File: src/rtl/character_pkg.sv
// Shared motion state type and default physics constants for the character controller.
package character_pkg;

    typedef enum logic [1:0] {GROUND, JUMP, FALL, CLIMB} motion_state_t;

    localparam int DEF_POS_W    = 12;
    localparam int DEF_STEP_DIV = 400000;
    localparam int DEF_GRAV_DIV = 800000;
    localparam int DEF_JUMP_V0  = 6;
    localparam int DEF_JUMP_H   = 40;
    localparam int DEF_VMAX     = 8;
    localparam int DEF_CHAR_W   = 48;
    localparam int DEF_SCREEN_W = 1024;

endpackage

File: src/rtl/tick_div.sv
// Free-running divider: one-cycle tick every DIV clocks, counter wraps to 0.
module tick_div #(
    parameter int DIV = 4
) (
    input  logic clk,
    input  logic rst,
    output logic tick
);
    localparam int CW = (DIV > 1) ? $clog2(DIV) : 1;

    logic [CW-1:0] cnt;

    assign tick = (cnt == CW'(DIV - 1));

    always_ff @(posedge clk) begin
        if (rst || tick) cnt <= '0;
        else             cnt <= cnt + CW'(1);
    end
endmodule

File: src/rtl/char_motion.sv
// Character walk/jump/fall controller; ladder climbing is built only when
// CHAR_MOTION_LADDER_EN is defined.
module char_motion
    import character_pkg::*;
#(
    parameter int POS_W    = DEF_POS_W,
    parameter int STEP_DIV = DEF_STEP_DIV,
    parameter int GRAV_DIV = DEF_GRAV_DIV,
    parameter int JUMP_V0  = DEF_JUMP_V0,
    parameter int JUMP_H   = DEF_JUMP_H,
    parameter int VMAX     = DEF_VMAX,
    parameter int CHAR_W   = DEF_CHAR_W,
    parameter int X_INIT   = 1,
    parameter int Y_INIT   = 0,
    parameter int SCREEN_W = DEF_SCREEN_W
) (
    input  logic             clk,
    input  logic             rst,
    input  logic             left,
    input  logic             right,
    input  logic             jump,
    input  logic             up,
    input  logic             down,
    input  logic             enable,
    input  logic             on_ladder,
    input  logic [POS_W-1:0] floor_y,
    output logic [POS_W-1:0] xpos,
    output logic [POS_W-1:0] ypos,
    output logic             airborne,
    output logic             climbing
);
    motion_state_t    state, state_nx;
    logic [POS_W-1:0] xpos_nx, ypos_nx, vel, vel_nx, top, top_nx, vel_up;
    logic [POS_W:0]   x_right, y_sum;
    logic             h_tick, v_tick;

    tick_div #(.DIV(STEP_DIV)) u_h_div (.clk(clk), .rst(rst), .tick(h_tick));
    tick_div #(.DIV(GRAV_DIV)) u_v_div (.clk(clk), .rst(rst), .tick(v_tick));

    always_ff @(posedge clk) begin
        if (rst) begin
            state <= FALL;
            xpos  <= POS_W'(X_INIT);
            ypos  <= POS_W'(Y_INIT);
            vel   <= '0;
            top   <= '0;
        end else begin
            state <= state_nx;
            xpos  <= xpos_nx;
            ypos  <= ypos_nx;
            vel   <= vel_nx;
            top   <= top_nx;
        end
    end

    always_comb begin
        state_nx = state;
        xpos_nx  = xpos;
        ypos_nx  = ypos;
        vel_nx   = vel;
        top_nx   = top;
        x_right  = {1'b0, xpos} + (POS_W+1)'(CHAR_W);
        vel_up   = (vel >= POS_W'(VMAX)) ? POS_W'(VMAX) : vel + POS_W'(1);
        y_sum    = {1'b0, ypos} + {1'b0, vel_up};

        // Horizontal steering is independent of the vertical state, except on a ladder.
        if (h_tick && enable && state != CLIMB) begin
            if (left && !right && xpos > POS_W'(1))
                xpos_nx = xpos - POS_W'(1);
            else if (right && !left && x_right < (POS_W+1)'(SCREEN_W))
                xpos_nx = xpos + POS_W'(1);
        end

        case (state)
            GROUND: begin
                if (ypos < floor_y) begin
                    state_nx = FALL;
                    vel_nx   = '0;
                end else if (floor_y < ypos) begin
                    ypos_nx = floor_y;
                end else if (jump && enable) begin
                    state_nx = JUMP;
                    vel_nx   = POS_W'(JUMP_V0);
                    top_nx   = (ypos > POS_W'(JUMP_H)) ? ypos - POS_W'(JUMP_H) : '0;
                end
`ifdef CHAR_MOTION_LADDER_EN
                else if (on_ladder && enable && (up || down)) begin
                    state_nx = CLIMB;
                end
`endif
            end
            JUMP: begin
                // ypos never drops below top while rising, so ypos - top cannot wrap.
                if (v_tick) begin
                    if ((ypos - top) <= vel) begin
                        ypos_nx  = top;
                        state_nx = FALL;
                        vel_nx   = '0;
                    end else begin
                        ypos_nx = ypos - vel;
                        vel_nx  = (vel > POS_W'(1)) ? vel - POS_W'(1) : POS_W'(1);
                    end
                end
            end
            FALL: begin
                if (v_tick) begin
                    vel_nx = vel_up;
                    if (y_sum >= {1'b0, floor_y}) begin
                        ypos_nx  = floor_y;
                        state_nx = GROUND;
                        vel_nx   = '0;
                    end else begin
                        ypos_nx = y_sum[POS_W-1:0];
                    end
                end
            end
`ifdef CHAR_MOTION_LADDER_EN
            CLIMB: begin
                if (!on_ladder) begin
                    state_nx = (ypos < floor_y) ? FALL : GROUND;
                    vel_nx   = '0;
                end else if (h_tick && enable) begin
                    if (up && !down) begin
                        if (ypos != '0) ypos_nx = ypos - POS_W'(1);
                    end else if (down && !up) begin
                        if ({1'b0, ypos} + (POS_W+1)'(1) >= {1'b0, floor_y}) begin
                            ypos_nx  = floor_y;
                            state_nx = GROUND;
                        end else begin
                            ypos_nx = ypos + POS_W'(1);
                        end
                    end
                end
            end
`endif
            default: state_nx = FALL;
        endcase
    end

    assign airborne = (state == JUMP) || (state == FALL);

`ifdef CHAR_MOTION_LADDER_EN
    assign climbing = (state == CLIMB);
`else
    logic unused_ladder;
    assign unused_ladder = ^{up, down, on_ladder};
    assign climbing      = 1'b0;
`endif

endmodule

File: config.mk
export PLATFORM = sky130hd
export DESIGN_NAME = char_motion
export DESIGN_NICKNAME = d
export VERILOG_FILES = /design/src/rtl/character_pkg.sv /design/src/rtl/tick_div.sv /design/src/rtl/char_motion.sv
export SDC_FILE = /design/constraint.sdc
export NUM_CORES = 1
export LEC_CHECK = 0
export CORE_UTILIZATION = 45
export DETAILED_ROUTE_END_ITERATION = 10
export HOLD_SLACK_MARGIN = 0.12
export PLACE_DENSITY = 0.7
export SETUP_SLACK_MARGIN = 0.3
export SLEW_MARGIN = 30
export SYNTH_ARGS = -nofsm -noshare
export SYNTH_HDL_FRONTEND = slang
export SYNTH_SLANG_ARGS = --single-unit
File: constraint.sdc
create_clock -name clk -period 4.5 [get_ports clk]
set_input_delay 0.9 -clock clk [delete_from_list [all_inputs] [get_ports clk]]
set_output_delay 0.9 -clock clk [all_outputs]
set_load 0.005 [all_outputs]
# [After elaboration in Yosys (flattened, before gate mapping)]
# Cells that the tools add are included.
# Widths: inputs -> output; s select.
[classes] n_addsub=11 magnitude_cmp=9 eq_ne=13 mux=28 bitwise=2 reduce_logical=20
[op_table] op="$mux 12" n=18
[op_table] op="$pmux 12 s3" n=2
[op_table] op="$add 12x1->12 const B" n=2
[op_table] op="$gt 12x1->1 const B" n=2
[op_table] op="$lt 12x12->1" n=2
[op_table] op="$sub 12x1->12 const B" n=2
[op_table] op="$sub 12x12->12" n=2
[op_table] op="$add 20x1->20 const B" n=1
[op_table] op="$eq 20x20->1 const B" n=1
[op_table] op="$add 19x1->19 const B" n=1
[op_table] op="$eq 19x19->1 const B" n=1
[op_table] op="$mux 2" n=7
[op_table] op="$add 12x12->13" n=1
[op_table] op="$add 12x6->13 const B" n=1
[op_table] op="$ge 13x12->1" n=1
[op_table] op="$lt 13x11->1 const B" n=1
[op_table] op="$ge 12x4->1 const B" n=1
[op_table] op="$gt 12x6->1 const B" n=1
[op_table] op="$le 12x12->1" n=1
[op_table] op="$sub 12x6->12 const B" n=1
[op_table] op="$ne 2x2->1 const B" n=5
[op_table] op="$reduce_and 5->1" n=2
[op_table] op="$logic_and 1x1->1" n=7
[op_table] op="$ne 3x3->1 const B" n=2
[op_table] op="13 further kinds" n=18
[totals] reg_bits=89 in_bits=21 output_inout_bits=26 elab_cells=90

# [Depth between registers and ports, before layout]
# Gate-level depths: netlist (run 1).
[depth] ltp_word=7 ltp_mapped=23 mapped_depth_nobuf=21

# [Hierarchy]
# From an unflattened synthesis (run 1), not the netlist that was laid out.
[hier_totals] hier_cells=931 hier_area_um2=7388.3
[modules_own_cells] module="char_motion" instances=1 cells_per_inst=723 area_each_um2=5526.6 seq_area_each_um2=1001.0
[modules_own_cells] module="tick_div (u_v_div)" instances=1 cells_per_inst=108 area_each_um2=964.7 seq_area_each_um2=400.4
[modules_own_cells] module="tick_div (u_h_div)" instances=1 cells_per_inst=100 area_each_um2=897.1 seq_area_each_um2=380.4

# [Least setup slack after synthesis (run 1)]
# Ideal clock, no wire load.
[synth_path] path_type="register to register" startpoint="register vel[6]" endpoint="register ypos[0]" setup_time_ns=0.138 arrival_ns=4.569 required_time_ns=4.362 slack_ns=-0.208 path_stages_with_launch=22 n_path_buf=2 period_less_slack_ns=4.708 cell_sequence="dfxtp_1 -> buf_2 -> nor4_1 -> nand4_1 -> nor2_1 -> nand2_1 -> inv_1 -> ha_1 -> a211oi_1 -> o21bai_1 -> or3_1 -> a31oi_1 -> xnor2_1 -> ha_1 -> o21ai_0 -> nor2_1 -> a2111oi_0 -> o21ai_0 -> o31ai_1 -> a21o_1 -> clkbuf_1 -> o221ai_1"
[synth_via] elab_chain_len=7 elab_cells_between_ends=11
[synth_lines] element="start: declaration" line="char_motion.sv:33" rtl="logic [POS_W-1:0] xpos_nx, ypos_nx, vel, vel_nx, top, top_nx, vel_up;"
[synth_lines] element="start signal: assignment" line="char_motion.sv:51" rtl="vel <= vel_nx;"
[synth_lines] element="$add 12x1->12 / $ge 12x4->1 (equally long branches)" line="char_motion.sv:63" rtl="vel_up = (vel >= POS_W'(VMAX)) ? POS_W'(VMAX) : vel + POS_W'(1);"
[synth_lines] element="$mux 12" line="char_motion.sv:63"
[synth_lines] element="$add 12x12->13" line="char_motion.sv:64" rtl="y_sum = {1'b0, ypos} + {1'b0, vel_up};"
[synth_lines] element="$ge 13x12->1" line="char_motion.sv:108" rtl="if (y_sum >= {1'b0, floor_y}) begin"
[synth_lines] element="$mux 12" line="char_motion.sv:108"
[synth_lines] element="$mux 12" line="char_motion.sv:106" rtl="if (v_tick) begin"
[synth_lines] element="$pmux 12 s3 *" line="char_motion.sv:74" rtl="case (state)"
[synth_lines] element="end signal: assignment" line="char_motion.sv:44" rtl="ypos <= POS_W'(Y_INIT);"
[synth_lines] element="end signal: assignment" line="char_motion.sv:50" rtl="ypos <= ypos_nx;"
[synth_lines] element="end: declaration" line="char_motion.sv:28" rtl="output logic [POS_W-1:0] ypos,"
# Mark *: on every way between the ends. The rest lies on a longest branch, timed or not. The select of a mux whose other input is x is not followed.
# A chain may end at the register's enable or synchronous reset.

# [Worst setup path after layout (run 1)]
[layout_path] startpoint="register vel[9]" endpoint="register state[0]"
[layout_via] elab_chain_len=6 elab_cells_between_ends=9
[layout_lines] element="$add 12x1->12 / $ge 12x4->1 (equally long branches)" line="char_motion.sv:63"
[layout_lines] element="$mux 12" line="char_motion.sv:63"
[layout_lines] element="$add 12x12->13" line="char_motion.sv:64"
[layout_lines] element="$ge 13x12->1" line="char_motion.sv:108"
[layout_lines] element="$ne 2x2->1 (no line)"
[layout_lines] element="$reduce_and 6->1 (no line) *"
[layout_lines] element="end signal: assignment" line="char_motion.sv:48" rtl="state <= state_nx;"
[layout_lines] element="end: declaration" line="char_motion.sv:32" rtl="motion_state_t state, state_nx;"
# Mark *: on every way between the ends. The rest lies on a longest branch, timed or not.

==> out/qor.yml, run 1 <==
power_and_ir_drop:
  ir_drop_mv: 0.173
  power.density_nw_per_um2: 198
  fin_total_pwr_mw: 1.73
  leakage_nw: 3.53
clock_network:
  cts_hold_buf: 0
  clkTransAtPathRegs_ps: 70
  root_buffer: "clkbuf_16"
  tritoncts: "built"
  clockBufferDepth: 2
  cts.sinks: 89
  insertion_delay_ps: 360
  cts_buffers: 9
  htreeDepth: 3
synth:
  synth_most_common_cell: "nor2_1"
  synthFlopType: "dfxtp_1"
  syn_area_um2: 7000
  synth-edff-count: 0
  synthArstFlopShare_pct: 0
  ys.warnings.count: 0
  yosysSeqAreaShare_pct: 25.5
  synth_seq_cells: 89
  synth.largest_area_cell: "dfxtp_1"
  yosysUniqueCellTypes: 70
  synthTopCellsByCount: "97 x nor2_1, 89 x dfxtp_1, 85 x ha_1"
  synthTopCellsByArea: "dfxtp_1 25%, ha_1 15%, xnor2_1 6.5%, nor2_1 5.2%, a21oi_1 4.6%"
  netlist_instances: 883
  synth_top_cell_area_share_pct: 25.5
  syn_avg_cell_area_um2: 7.93
floorplan:
  start_util_pct: 46.0
  rows: 45
  core-area_um2: 15200
  die_h_um: 127
  dieArea_um2: 16100
  die_width_um: 127
  ios: 47
placement:
  gp_congestion: 0.895
  port_buffers: 42
  hpwl_um: 14500
worst_setup_path:
  path_delay_family: "simple AND/OR/NAND/NOR gates"
  slowest_delay_ps: 420
  worstSetupPathType: "reg2reg"
  startpoint_type: "flop"
  worstPathArrival_ps: 4800
  crit_chain: "nor4_4, nand4_1, buf_6, nor2_4, nand2_2, inv_2, ha_4, a211oi_2, o21bai_2, or3_4, a31oi_4, xnor2_2, ha_1, and4_4, nand4_1, a31oi_4, nor4_4, buf_4, a2111o_1, mux2_4, nor2_1"
  rr_startpoint: "vel[9]$_SDFFE_PP0P_"
  cp-startpoint: "vel[9]$_SDFFE_PP0P_"
  end_kind: "flop"
  cp_slowest_cell: "or3_4"
  worst-path-buf-inv: 3
  path_max_fanout: 5
  crit_required_ps: 4800
detailed_routing:
  num_vias: 6677
  drt-pass1-iter-count: 5
  drcViolationCount: 0
  antenna_left: 0
  via_per_inst: 5.67
  wl_per_cell_um: 16.4
  drt_first_iter_violations: 422
  wl_um: 19400
hold_path:
  hold_class: "reg2reg"
  holdCritStartpoint: "u_v_div.cnt[0]$_SDFF_PP0_"
global_route:
  top_usage_layer: "met2"
  grt_util_met3_pct: 4.60
  grt_start_max_net_pins: 40
  grt_pass1_vias: 6292
  grt_use_total_pct: 24.5
  grt-ovfl-total: 0
  grt_antenna_before_repair: 0
  met1_usage_pct: 30.8
  met2_usage_pct: 41.0
  grt_pass1_wl_um: 31000
sta:
  final_max_slew_viol_count: 0
  min_period_ps: 4490
  timing.fmax_ghz: 0.223
  slew_headroom_pct: 42.3
  setup_viol: 0
  finalHoldViolCount: 0
  rsz0062_at_grt: "yes"
  worst_slew_pin_slew_ps: 854
  min_period_over_period_pct: 99.9
  skew_ps: 9.24
outcome:
  status: "finished clean"
layout:
  drive_gt1_share_pct: 15.1
  antenna_cells: 0
  nFillCells: 1365
  fin_nets: 1094
  area_delta_synth_final_pct: 24.4
  utilization_pct: 57.3
job:
  max_cap_violations: 0
layer usage:
layer,share of wire (%),wire length [um]
met1,44,8540
met2,47,9190
met3,5.1,985
met4,3.4,654
met5,0,0
sequential cells by signal (all words and copies together), names as in the netlist:
| register | count |
|---|---|
| ypos | 12 |
| top | 12 |
| u_v_div.cnt | 20 |
| u_h_div.cnt | 19 |
| vel | 12 |
| xpos | 12 |
| state | 2 |
final timing paths:
path	to	slack, ps	depth (start not counted)
worst max-delay path	state[0]$_SDFFE_PP0P_	6	21
worst min-delay path	u_v_div.cnt[0]$_SDFF_PP0_	450	1
worst max register to register	state[0]$_SDFFE_PP0P_	6	21
worst min register to register	u_v_div.cnt[0]$_SDFF_PP0_	450	1
placed cells by master (no fill, tap or decap), types with 20 or more instances in the layout:
cell and instances:
xor2_1 31, nand3_1 34, dfxtp_1 86, nor2_1 95, nor3_1 28, inv_1 66, nand4_1 20, o21ai_0 31
clkdlybuf4s50_1 41, nand2_1 61, a21oi_1 58, xnor2_1 50, ha_1 83, buf_4 59
final cells by class:
class	count	area, um^2	area share, %
Multi-Input combinational cell	709	5150	59.2
Timing Repair Buffer	109	975	11.2
Clock inverter	7	81.3	0.934
Tap cell	188	235	2.70
Clock buffer	9	225	2.59
Inverter	67	251	2.89
Sequential cell	89	1790	20.5
logic make-up after synthesis:
family	share of synthesized area [%]
AND/OR/NAND/NOR	23.4
flip-flops	25.5
multiplexers	1.04
adder cells (fa/ha/maj)	16.1
AO/OA/AOI/OAI	18.4
buffers and inverters	5.18
other	0.0536
XOR/XNOR	10.4
through the flow:
step | instance area, um^2 | cells | setup WS, ps | TNS [ps] | hold WS (ps)
2_1_floorplan | 7070 | 891 | 107 | 0 | 418
3_3_place_gp | 8040 | 1150 | -336 | -4170 | 430
3_5_place_dp | 8040 | 1150 | -392 | -5520 | 437
4_1_cts | 8530 | 1173 | -43.2 | -104 | 452
5_1_grt | 8710 | 1178 | -161 | -1960 | 496
6_report | 8710 | 1178 | 5.94 | 0 | 454
worst register-to-register path: cells and delay by family (launching register included):
family                     cells  cell delay, ps
and+or+nand+nor                9            1650
buffers and inverters          3             400
AOI/OAI and AO/OA              5            1140
adders and majority gates      2             510
DFF                            1             340
muxes                          1             310
xor gates and xnor gates       1             100
timing repair:
| item | CTS | global route |
|---|---|---|
| setup buffers | 7 | 4 |
| cloned | 0 | 1 |
| gates resized for setup | 32 | 27 |
| pin swaps | 23 | 20 |
| endpoints found under the setup margin | 26 | 26 |
power by group:
group	internal (mW)	total (mW)	switching, mW	leakage [nW]
clock network	0.397	0.781	0.384	0.150
logic	0.0704	0.152	0.0813	2.66
registers	0.791	0.795	0.00360	0.719
Note: power is estimated with default switching activity, not from simulation.
==> inputs of run 2 (changes only) <==
--- a/config.mk
+++ b/config.mk
@@ -7,8 +7,9 @@
 export LEC_CHECK = 0
 export CORE_UTILIZATION = 45
 export DETAILED_ROUTE_END_ITERATION = 10
+export GPL_ROUTABILITY_DRIVEN = 0
 export HOLD_SLACK_MARGIN = 0.12
-export PLACE_DENSITY = 0.7
+export PLACE_DENSITY = 0.67
 export SETUP_SLACK_MARGIN = 0.3
 export SLEW_MARGIN = 30
 export SYNTH_ARGS = -nofsm -noshare
==> out/qor.yml, run 2 (same netlist as run 1, synthesis figures left out) <==
outcome:
  status: "finished clean"
hold_path:
  holdPathStages: 1
  hold_class: "reg2reg"
detailed_routing:
  num_vias: 6665
  drt_first_iter_violations: 337
  wl_um: 19000
  via_per_inst: 5.62
  drt-pass1-iter-count: 5
  antenna_left: 0
  drcViolationCount: 0
  wl_per_cell_um: 16.0
clock_network:
  cts_hold_buf: 0
  cts.sinks: 89
  htreeDepth: 3
  root_buffer: "clkbuf_16"
  cts_buffers: 9
  tritoncts: "built"
  clockBufferDepth: 2
  clkTransAtPathRegs_ps: 70
  insertion_delay_ps: 350
layout:
  drive_gt1_share_pct: 15.8
  area_delta_synth_final_pct: 24.9
  final_cell_mix: "96 x nor2_1, 86 x dfxtp_1, 82 x ha_1"
  top_register: "u_v_div.cnt"
  fin_nets: 1103
  reg_top3: "u_v_div.cnt (20), u_h_div.cnt (19)"
  fin_cells: 1186
  final_common_cell: "nor2_1"
  antenna_cells: 0
  largest_register_ffs: 20
sta:
  min_period_ps: 4440
  worst_slew_pin_slew_ps: 711
  skew_ps: 10.2
  finalHoldViolCount: 0
  setup_viol: 0
  slew_headroom_pct: 52.0
  rsz0062_at_grt: "yes"
  fin_hold_ws_ps: 455
  min_period_over_period_pct: 98.7
  final_max_slew_viol_count: 0
  timing.fmax_ghz: 0.225
global_route:
  grt_util_met3_pct: 4.34
  grt_antenna_before_repair: 0
  grt_pass1_wl_um: 30900
  grt_pass1_vias: 6156
  met2_usage_pct: 41.1
  grt-ovfl-total: 0
  top_usage_layer: "met2"
  grt_use_total_pct: 24.2
  grt_start_max_net_pins: 40
  met1_usage_pct: 31.3
floorplan:
  ios: 47
  die_h_um: 127
  rows: 45
  dieArea_um2: 16100
  die_width_um: 127
  start_util_pct: 46.0
  core-area_um2: 15200
worst_setup_path:
  end_kind: "flop"
  crit_required_ps: 4710
  startpoint_type: "flop"
  worstPathArrival_ps: 4650
  rr_worst_depth: 20
  worstSetupPathType: "reg2reg"
  path_max_fanout: 6
job:
  max_cap_violations: 0
placement:
  port_buffers: 42
  placed_cells: 1158
  hpwl_um: 14600
power_and_ir_drop:
  fin_total_pwr_mw: 1.67
  ir_drop_mv: 0.183
  power.density_nw_per_um2: 191
  leakage_nw: 3.53
## run 2: layer usage
layer	vias up	part of all wire, %
met2	158	48
met1	3112	45
met4	0	2.1
met3	26	4.6
met5	-	0
li1	3369	-
## run 2: what timing repair did
action                     CTS  global route
pin swaps                   27            18
setup buffers                7             6
setup endpoints to repair   25            26
resized for setup           36            29
## run 2: report_power, final
part	switching, mW	total, mW	internal, mW
sequential	0.00359	0.795	0.792
clock	0.343	0.735	0.392
combinational	0.0754	0.135	0.0600
total	0.422	1.67	1.24
## run 2: cell type report
cell class                      count  area, um^2
Sequential cell                    89        1790
Multi-Input combinational cell    709        5180
Timing Repair Buffer              118        1000
Fill cell                        1407        6460
Inverter                           67         251
Tap cell                          188         235
Clock buffer                       10         239
Clock inverter                      5        41.3
## run 2: worst max-delay path, stage by stage (launching register included)
cell and delay [ps]:
dfxtp_2 330, nor4_4 290, nand4_1 140, buf_6 170, nor3_2 130, ha_2 210
inv_1 50, fa_2 360, nand2b_4 170, a21oi_4 170, nor2_1 90, xnor2_1 230
ha_1 290, a211oi_1 200, nor2_1 90, a2111oi_2 390, o21ai_2 140, o31ai_2 370
a21o_1 190, buf_4 160, o221ai_1 110
## run 2: worst paths after layout
path | from | end | slack [ps]
worst min register to register | u_v_div.cnt[0]$_SDFF_PP0_ | u_v_div.cnt[0]$_SDFF_PP0_ | 450
worst max-delay path | vel[7]$_SDFFE_PP0P_ | ypos[5]$_SDFFE_PP0P_ | 60
worst max register to register | vel[7]$_SDFFE_PP0P_ | ypos[5]$_SDFFE_PP0P_ | 60
worst min-delay path | u_v_div.cnt[0]$_SDFF_PP0_ | u_v_div.cnt[0]$_SDFF_PP0_ | 450
## run 2: per-stage QoR
step | area, um^2 | setup WS (ps) | util, % | TNS, ps
final | 8740 | 59.4 | 57.5 | 0
after detailed placement | 8090 | -296 | 53.2 | -4070
after global placement | 8080 | -280 | 53.2 | -3460
after global routing | 8740 | -200 | 57.5 | -2480
after CTS | 8600 | 99.7 | 56.5 | 0
after floorplan | 7070 | 107 | - | 0
==> inputs of run 3 (changes only) <==
--- a/config.mk
+++ b/config.mk
@@ -5,7 +5,9 @@
 export SDC_FILE = /design/constraint.sdc
 export NUM_CORES = 1
 export LEC_CHECK = 0
+export CORE_MARGIN = 3
 export CORE_UTILIZATION = 45
+export CTS_CLUSTER_SIZE = 8
 export DETAILED_ROUTE_END_ITERATION = 10
 export GPL_ROUTABILITY_DRIVEN = 0
 export HOLD_SLACK_MARGIN = 0.12
==> out/qor.yml, run 3 (same netlist as run 1, synthesis figures left out) <==
sta:
  min_period_ps: 4480
  rsz0062_at_grt: "yes"
  min_period_over_period_pct: 99.5
  setup_viol: 0
  slew_headroom_pct: 47.6
  timing.fmax_ghz: 0.223
  worst_slew_pin_slew_ps: 786
  final_max_slew_viol_count: 0
  finalHoldViolCount: 0
  skew_ps: 10.0
  timing.final.ws_setup_ps: 23.0
outcome:
  status: "finished clean"
global_route:
  met2_usage_pct: 38.5
  grt-ovfl-total: 0
  met1_usage_pct: 29.9
  grt_pass1_wl_um: 31100
  top_usage_layer: "met2"
  grt_start_max_net_pins: 26
  grt_antenna_before_repair: 0
  grt_pass1_vias: 6333
  grt_use_total_pct: 22.8
  grt_util_met3_pct: 3.94
clock_network:
  htreeDepth: 3
  cts.sinks: 89
  tritoncts: "built"
  root_buffer: "clkbuf_16"
  clkTransAtPathRegs_ps: 80
  insertion_delay_ps: 350
  cts_buffers: 9
  clockBufferDepth: 2
floorplan:
  rows: 44
  dieArea_um2: 17100
  die_width_um: 131
  core-area_um2: 14900
  die_h_um: 131
  ios: 47
  start_util_pct: 47.1
worst_setup_path:
  path_max_fanout: 4
  end_kind: "flop"
  worstPathArrival_ps: 4760
  cp-startpoint: "vel[9]$_SDFFE_PP0P_"
  path_delay_family: "simple AND/OR/NAND/NOR gates"
  startpoint_type: "flop"
  rr_startpoint: "vel[9]$_SDFFE_PP0P_"
  crit_required_ps: 4790
  worstSetupPathType: "reg2reg"
  crit_chain: "nor4_4, nand4_1, buf_6, nor2_4, nand2_2, inv_2, ha_4, a211oi_2, o21bai_1, or3_4, a31oi_4, nor2b_4, xnor2_2, ha_1, o21a_1, o21ai_4, a31oi_4, nor4_4, a21oi_1, or4_1, a21oi_2"
  worst-path-buf-inv: 2
  slowest_delay_ps: 440
  cp_slowest_cell: "or4_1"
detailed_routing:
  wl_per_cell_um: 16.5
  antenna_left: 0
  via_per_inst: 5.62
  num_vias: 6621
  drcViolationCount: 0
  drt_first_iter_violations: 419
  wl_um: 19400
  drt-pass1-iter-count: 5
power_and_ir_drop:
  power.share.clock_pct: 44.6
  p_switching_mw: 0.460
  combPwrFrac_pct: 9.3
  leakage_nw: 3.57
  p_int_mw: 1.27
  ir_drop_mv: 0.192
  power.density_nw_per_um2: 193
  pwr-share-seq_pct: 46.1
  p_sw_share_pct: 26.7
layout:
  final_cell_area_um2: 8920
  fin_nets: 1098
  nFillCells: 1335
  drive_gt1_share_pct: 17.3
  top_register: "u_v_div.cnt"
  final_common_cell: "nor2_1"
  final-seq-area_um2: 1790
  reg_top3: "u_v_div.cnt (20), u_h_div.cnt (19)"
  area_delta_synth_final_pct: 27.5
  final_cell_mix: "93 x nor2_1, 86 x dfxtp_1, 81 x ha_1"
  antenna_cells: 0
  largest_register_ffs: 20
  multiInputGateArea_um2: 5330
placement:
  place_area_um2: 8030
  hpwl_um: 14400
  place_ws_ps: -317
  port_buffers: 42
hold_path:
  hold_class: "reg2reg"
  holdCritStartpoint: "u_v_div.cnt[0]$_SDFF_PP0_"
job:
  max_cap_violations: 0
==> run 3: cell types whose count changed in the layout (fill, tap and decap cells not counted), sizes merged <==
cell and delta:
inv +4, clkinvlp -1, clkinv -1, buf -6
==> run 3: layer usage <==
layer / vias up / part of all wire [%]
li1: 3349 / -
met1: 3098 / 46
met2: 143 / 48
met3: 31 / 3.4
met4: 0 / 2.5
met5: - / 0
==> run 3: through the flow <==
step           instances  utilization (%)  hold WS (ps)  power, mW  TNS, ps
4_1_cts             1168             58.1           449       1.72        0
5_1_grt             1178             60.0           488       1.79    -2500
6_report            1178             60.0           451       1.73        0
2_1_floorplan        891                -           418      0.886        0
3_5_place_dp        1145             54.0           440      0.932    -4000
3_3_place_gp        1145             54.0           431      0.931    -3740
==> run 3: power groups by stage <==
stage	registers (mW)	clock network, mW	logic, mW
floorplan	0.813	0	0.0731
global placement	0.813	0	0.118
detailed placement	0.814	0	0.119
CTS	0.795	0.790	0.132
global route	0.796	0.821	0.176
finish	0.795	0.769	0.161
==> run 3: worst paths after layout <==
kind | depth (start not counted) | end | slack, ps
worst max-delay path | 21 | vel[0]$_SDFFE_PP0P_ | 20
worst min-delay path | 1 | u_v_div.cnt[0]$_SDFF_PP0_ | 450
worst max register to register | 21 | vel[0]$_SDFFE_PP0P_ | 20
worst min register to register | 1 | u_v_div.cnt[0]$_SDFF_PP0_ | 450
==> run 3: repair_timing <==
item	4_1_cts	5_1_grt
gates resized for setup	54	37
setup buffers	7	9
cloned	0	1
pin swaps	27	22
hold buffers	0	0
setup endpoints to repair	26	26
==> run 3: final cells by class <==
cell class | instances | area share [%]
Multi-Input combinational cell | 709 | 59.7
Sequential cell | 89 | 20.0
Inverter | 67 | 2.82
Clock buffer | 9 | 2.52
Tap cell | 184 | 2.58
Clock inverter | 7 | 0.883
Timing Repair Buffer | 113 | 11.5
==> run 3: worst register-to-register path, stage by stage (launching register included) <==
cell	delay [ps]
dfxtp_2	340
nor4_4	290
nand4_1	130
buf_6	160
nor2_4	100
nand2_2	70
inv_2	80
ha_4	200
a211oi_2	200
o21bai_1	130
or3_4	380
a31oi_4	200
nor2b_4	180
xnor2_2	130
ha_1	260
o21a_1	210
o21ai_4	200
a31oi_4	60
nor4_4	380
a21oi_1	120
or4_1	440
a21oi_2	150
==> variant 1 (config.mk and constraints of run 1) <==
Register the output `xpos` once more, with the module's reset; this adds one clock of latency there. The other outputs are not delayed to match.
--- a/src/rtl/char_motion.sv
+++ b/src/rtl/char_motion.sv
@@ -29,6 +29,8 @@
     output logic             airborne,
     output logic             climbing
 );
+
+    logic [POS_W-1:0] xpos_s0;
     motion_state_t    state, state_nx;
     logic [POS_W-1:0] xpos_nx, ypos_nx, vel, vel_nx, top, top_nx, vel_up;
     logic [POS_W:0]   x_right, y_sum;
@@ -40,13 +42,13 @@
     always_ff @(posedge clk) begin
         if (rst) begin
             state <= FALL;
-            xpos  <= POS_W'(X_INIT);
+            xpos_s0 <= POS_W'(X_INIT);
             ypos  <= POS_W'(Y_INIT);
             vel   <= '0;
             top   <= '0;
         end else begin
             state <= state_nx;
-            xpos  <= xpos_nx;
+            xpos_s0 <= xpos_nx;
             ypos  <= ypos_nx;
             vel   <= vel_nx;
             top   <= top_nx;
@@ -55,20 +57,20 @@
 
     always_comb begin
         state_nx = state;
-        xpos_nx  = xpos;
+        xpos_nx  = xpos_s0;
         ypos_nx  = ypos;
         vel_nx   = vel;
         top_nx   = top;
-        x_right  = {1'b0, xpos} + (POS_W+1)'(CHAR_W);
+        x_right  = {1'b0, xpos_s0} + (POS_W+1)'(CHAR_W);
         vel_up   = (vel >= POS_W'(VMAX)) ? POS_W'(VMAX) : vel + POS_W'(1);
         y_sum    = {1'b0, ypos} + {1'b0, vel_up};
 
         // Horizontal steering is independent of the vertical state, except on a ladder.
         if (h_tick && enable && state != CLIMB) begin
-            if (left && !right && xpos > POS_W'(1))
-                xpos_nx = xpos - POS_W'(1);
+            if (left && !right && xpos_s0 > POS_W'(1))
+                xpos_nx = xpos_s0 - POS_W'(1);
             else if (right && !left && x_right < (POS_W+1)'(SCREEN_W))
-                xpos_nx = xpos + POS_W'(1);
+                xpos_nx = xpos_s0 + POS_W'(1);
         end
 
         case (state)
@@ -147,5 +149,13 @@
     assign climbing      = 1'b0;
 `endif
 
+    always_ff @(posedge clk) begin
+        if (rst) begin
+            xpos <= '0;
+        end else begin
+            xpos <= xpos_s0;
+        end
+    end
+
 endmodule
 
Check against the original RTL: not equivalent (a bounded check fails within 4 cycles, from zero or initial values and one cycle with rst high).
==> variant 1 against run 1 <==
The flow now finishes with violations (setup timing). Area after synthesis rose by 7.8%. Critical path depth grew 2. Setup slack worse by 330 ps. Cell area rose by 6.4%. Worst hold slack got worse by 8.6 ps. Maximum frequency shrank 6.9%. Sequential share of layout area rose by 1.4 points. Sequential power rose by 13%. Largest cell class unchanged. Routed wire length grew 1.8%. Total power increased by 11%. Sequential cell count up 12. Critical endpoint is now ypos[1].
==> variant 1: results (changes against run 1) <==
layout:
  nets: 1178  # +7.7%
  nFillCells: 1476  # +8.1%
  drive_above_1_share: 0.142  # -0.00818
pwr:
  pwr_density_cell_mw_per_mm2: 208  # +4.8%
  ir_drop_uv: 172  # -0.62%
  p_leak_uw: 0.00368  # +4.4%
place:
  placed_cell_area_mm2: 0.00865  # +7.6%
  dp_hpwl_um: 14800  # +2.0%
  dp_slack_ps: -354  # +37.8 ps
  dp.cells: 1263  # +9.8%
  place_congestion: 0.880  # -1.6%
critical_path:
  crit_fanout: 8  # +3
  critical-path-slowest-cell: "or4_4"
  path_delay_family: "compound AO/OA/AOI/OAI gates"
run_status:
  violations: "setup timing"
  status: "complete, but fails checks"
logic_synthesis:
  muxShareOfSynthArea: 0.00813  # -0.00224
  synth_common_cells: "126 x nor2_1, 101 x dfxtp_1, 84 x ha_1"
  yosysSeqAreaShare: 0.268  # +0.0135
  synthTopCellsByArea: "dfxtp_1 27%, ha_1 14%, nor2_1 6.3%, xnor2_1 5.6%, a21oi_1 4.6%"
  synth_compound_gate_area_share: 0.184  # about the same
  synth.avg_cell_area_um2: 7.77  # -2.0%
  synthAdderAreaFrac: 0.147  # -0.0132
  synthXorXnorAreaFrac: 0.0894  # -0.0144
timing:
  fmax_mhz: 207  # -6.9%
  skew_ps: 14.6  # +5.33 ps
  tns_ps: -4470  # -4470 ps
  setup_ws_ps: -325  # -331 ps
  setup_violations: 18  # +18
  slew_headroom: 0.546  # +0.123
global_routing:
  grt_pass1_wl_um: 32800  # +5.6%
  grt_max_degree: 59  # +48%
  grt_pass1_vias: 6781  # +7.8%
  track_usage: 0.232  # -0.0123
routing:
  drt_iter0_drc: 567  # +34%
  vias_per_cell: 5.64  # -0.42%
  routedWlPerCell_um: 15.3  # -7.1%
  drc: 0  # unchanged
cts:
  clock-root-buffer: "clkbuf_16"
[variant 1: cell count changes after synthesis, moves of 10 or more]
cell     delta
nor2b_1    +13
o21ai_0    +10
nand3_1    +10
nor2_1     +29
a31oi_1    +12
dfxtp_1    +12
[variant 1: path summary, 6_finish.rpt]
| path | from | endpoint | slack (ps) | cells past startpoint |
|---|---|---|---|---|
| setup reg to reg | vel[9] | ypos[1] | -320 | 23 |
| setup / recovery | vel[9] | ypos[1] | -320 | 23 |
| hold / removal | u_v_div.cnt[0] | u_v_div.cnt[0] | 450 | 1 |
| hold reg to reg | u_v_div.cnt[0] | u_v_div.cnt[0] | 450 | 1 |
[variant 1: layout make-up]
type,count,area share
Timing Repair Buffer,113,0.106
Sequential cell,101,0.219
Clock inverter,7,0.00986
Inverter,67,0.0274
Multi-Input combinational cell,778,0.584
Tap cell,216,0.0292
Clock buffer,9,0.0243
[variant 1: logic make-up after synthesis]
group,count (synthesis)
other cells,1
compound gates,212
flops,101
fa+ha+maj,87
simple gates,387
buf+inv,100
xor+xnor,77
mux,6
[variant 1: power by group]
group / total (uW) / switching [uW] / internal (uW) / leakage, uW
Clock: 846 / 399 / 447 / 0.000152
Sequential: 901 / 3.76 / 897 / 0.000818
Combinational: 179 / 93.9 / 85.1 / 0.00271
[variant 1: per-layer routing]
layer,wire length (um),vias to the layer above,GRT usage
met5,0,-,0
met4,571,0,0.0930
met3,1360,49,0.0417
met2,8630,204,0.358
met1,9170,3391,0.319
li1,-,3643,-
[variant 1: repair_timing]
action                                  4_1_cts  5_1_grt
cloned                                        1        1
buffers inserted                              6        4
endpoints found under the setup margin       26       26
endpoints found under the hold margin         0        0
resized for setup                            21       34
pin swaps                                    19       21
==> variant 2 (settings of run 1) <==
Without the edit above. Add a define of `CHAR_MOTION_LADDER_EN`.
--- a/src/rtl/char_motion.sv
+++ b/src/rtl/char_motion.sv
@@ -1,5 +1,7 @@
 // Character walk/jump/fall controller; ladder climbing is built only when
 // CHAR_MOTION_LADDER_EN is defined.
+`define CHAR_MOTION_LADDER_EN
+
 module char_motion
     import character_pkg::*;
 #(
Formal check against the unedited RTL: no difference found for any inputs over 10 cycles, from zero or initial values and one cycle with rst high; that may be too few to reach the edited logic, so the function may still have changed.
==> variant 2 against run 1 <==
Sequential share of layout area down 2.9 points. Cell area up 17%. Critical endpoint is now ypos[2]. Maximum frequency up 3.4%. Sequential power about the same. Highest routed layer unchanged. Sequential cell count unchanged. Routed wire length up 26%. Non-clock buffer count up 23. Area after synthesis up 18%. Critical path depth down 1. Total power up 2.5%. Setup slack better by 150 ps.
==> variant 2: results (changes against run 1) <==
run_status:
  status: "complete, no violations"
place:
  dp.cells: 1375  # +20%
  io_buffers: 46  # +9.5%
  dp_hpwl_um: 18400  # +26%
  place_congestion: 0.939  # +5.0%
cts:
  clk_latency_ps: 360  # about the same
  htree_levels: 3  # unchanged
  clock-root-buffer: "clkbuf_16"
  cts_inserted_buffers: 9  # unchanged
  path_clk_slew_ps: 80
  cts.path.max_buffers: 2  # unchanged
run:
  cap_violations: 0  # unchanged
layout:
  drive_above_1_share: 0.151  # about the same
  n_antenna_cell: 0  # unchanged
  nets: 1295  # +18%
  top_regs: "u_v_div.cnt (20), u_h_div.cnt (19)"
routing:
  first_pass_iters: 7  # +2
  vias: 8234  # +23%
  routedWlPerCell_um: 17.3  # +5.4%
  routed_wl_um: 24300  # +26%
  drc: 0  # unchanged
  drt_iter0_drc: 545  # +29%
pwr:
  p_leak_uw: 0.00425  # +20%
  ir_drop_uv: 181  # +4.3%
global_routing:
  grt_pass1_vias: 7647  # +22%
  track_usage: 0.263  # +0.0181
  antenna_found_initial: 0  # unchanged
  met2_usage: 0.426  # +0.0165
  grt_max_degree: 28  # -30%
  grt_pass1_wl_um: 38600  # +24%
  met1_usage: 0.353  # +0.0442
  grt_util_met3: 0.0467  # +0.000753
critical_path:
  path_delay_family: "compound AO/OA/AOI/OAI gates"
  max_stage_delay_ps: 330  # -90 ps
  crit_fanout: 8  # +3
  arrival_ps: 4600  # -200 ps
  r2r_setup_slack_ps: 150  # +150 ps
  critical-path-slowest-cell: "dfxtp_2"
logic_synthesis:
  yosysSeqAreaShare: 0.215  # -0.0393
  syn_inst: 1058  # +20%
  synthTopCellsByArea: "dfxtp_1 22%, ha_1 15%, nor2_1 5.2%, a21oi_1 5.1%, xnor2_1 5.1%"
  yosysWarnings: 0  # unchanged
  synth_common_cells: "114 x nor2_1, 101 x ha_1, 89 x dfxtp_1"
  async_flop_share: 0  # unchanged
  synth_cell_types: 80  # +14%
timing:
  slew_headroom: 0.333  # -0.0904
  skew_ps: 12.2  # +2.99 ps
  holdWs_ps: 449  # -4.79 ps
worst_hold_path:
  hold_class: "flop to flop"
## variant 2: cell types whose count changed in the layout (fill, tap and decap cells not counted), moves of 10 or more
| cell | before | now |
|---|---|---|
| a21oi_1 | 58 | 77 |
| a31oi_1 | 0 | 10 |
| and3_1 | 8 | 18 |
| buf_4 | 59 | 76 |
| ha_1 | 83 | 97 |
| nor2_1 | 95 | 113 |
| o21ai_0 | 31 | 47 |
| xor2_1 | 31 | 42 |
## variant 2: logic make-up after synthesis
kind of cell	after synthesis	share of synthesized area
flops	89	0.215
xor+xnor	90	0.0952
simple gates	387	0.239
buf+inv	97	0.0503
mux	20	0.0251
compound gates	270	0.215
other cells	1	0.000453
fa+ha+maj	104	0.160
## variant 2: path summary, 6_finish.rpt
path / startpoint / to / cells past startpoint
min: u_h_div.cnt[0] / u_h_div.cnt[0] / 1
max reg2reg: vel[0] / ypos[2] / 20
max: vel[0] / ypos[2] / 20
min reg2reg: u_h_div.cnt[0] / u_h_div.cnt[0] / 1
## variant 2: repair_timing
| item | CTS | global route |
|---|---|---|
| buffers inserted | 8 | 5 |
| cloned | 0 | 0 |
| hold buffers | 0 | 0 |
| pin swaps | 22 | 36 |
| setup endpoints to repair | 18 | 26 |
| resized for setup | 50 | 28 |
## variant 2: worst register-to-register path, stage by stage, from the launching register on
cell and delay [ps]:
dfxtp_2 330, buf_4 180, ha_1 220, xnor2_1 320, nor3_4 90, ha_4 190, buf_4 140, a211oi_4 240
o21ai_2 120, a41oi_2 260, xnor2_2 150, ha_1 280, a21oi_2 190, o21ai_2 90, a41o_1 230, o31a_1 210
nor2_4 280, buf_4 170, mux2_4 300, a211oi_2 170, o21ai_1 80
## variant 2: power by group
| group | internal [uW] | switching [uW] | leakage (uW) |
|---|---|---|---|
| clock network | 390 | 376 | 0.000142 |
| registers | 791 | 3.52 | 0.000720 |
| logic | 102 | 107 | 0.00339 |
| total | 1280 | 486 | 0.00425 |
## variant 2: metrics by stage
step           area (um^2)  setup slack [ps]  TNS, ps  utilization
2_1_floorplan         8320               271        0            -
3_3_place_gp          9420              -136     -590        0.523
3_5_place_dp          9430              -272    -2690        0.523
4_1_cts               9990               231        0        0.554
5_1_grt              10200              9.42        0        0.563
6_report             10200               152        0        0.563
## variant 2: final cells by class
class / count / area, um^2
Fill cell: 1677 / 7870
Multi-Input combinational cell: 879 / 6420
Sequential cell: 89 / 1790
Timing Repair Buffer: 132 / 1150
Tap cell: 229 / 287
Clock buffer: 9 / 225
Inverter: 59 / 221
Clock inverter: 7 / 70.1
## variant 2: layer usage
layer	routed length (um)	vias up	share of wire
met5	0	-	0
met2	11000	258	0.45
met1	11400	3863	0.47
met3	1450	46	0.059
met4	533	0	0.022
li1	-	4067	-
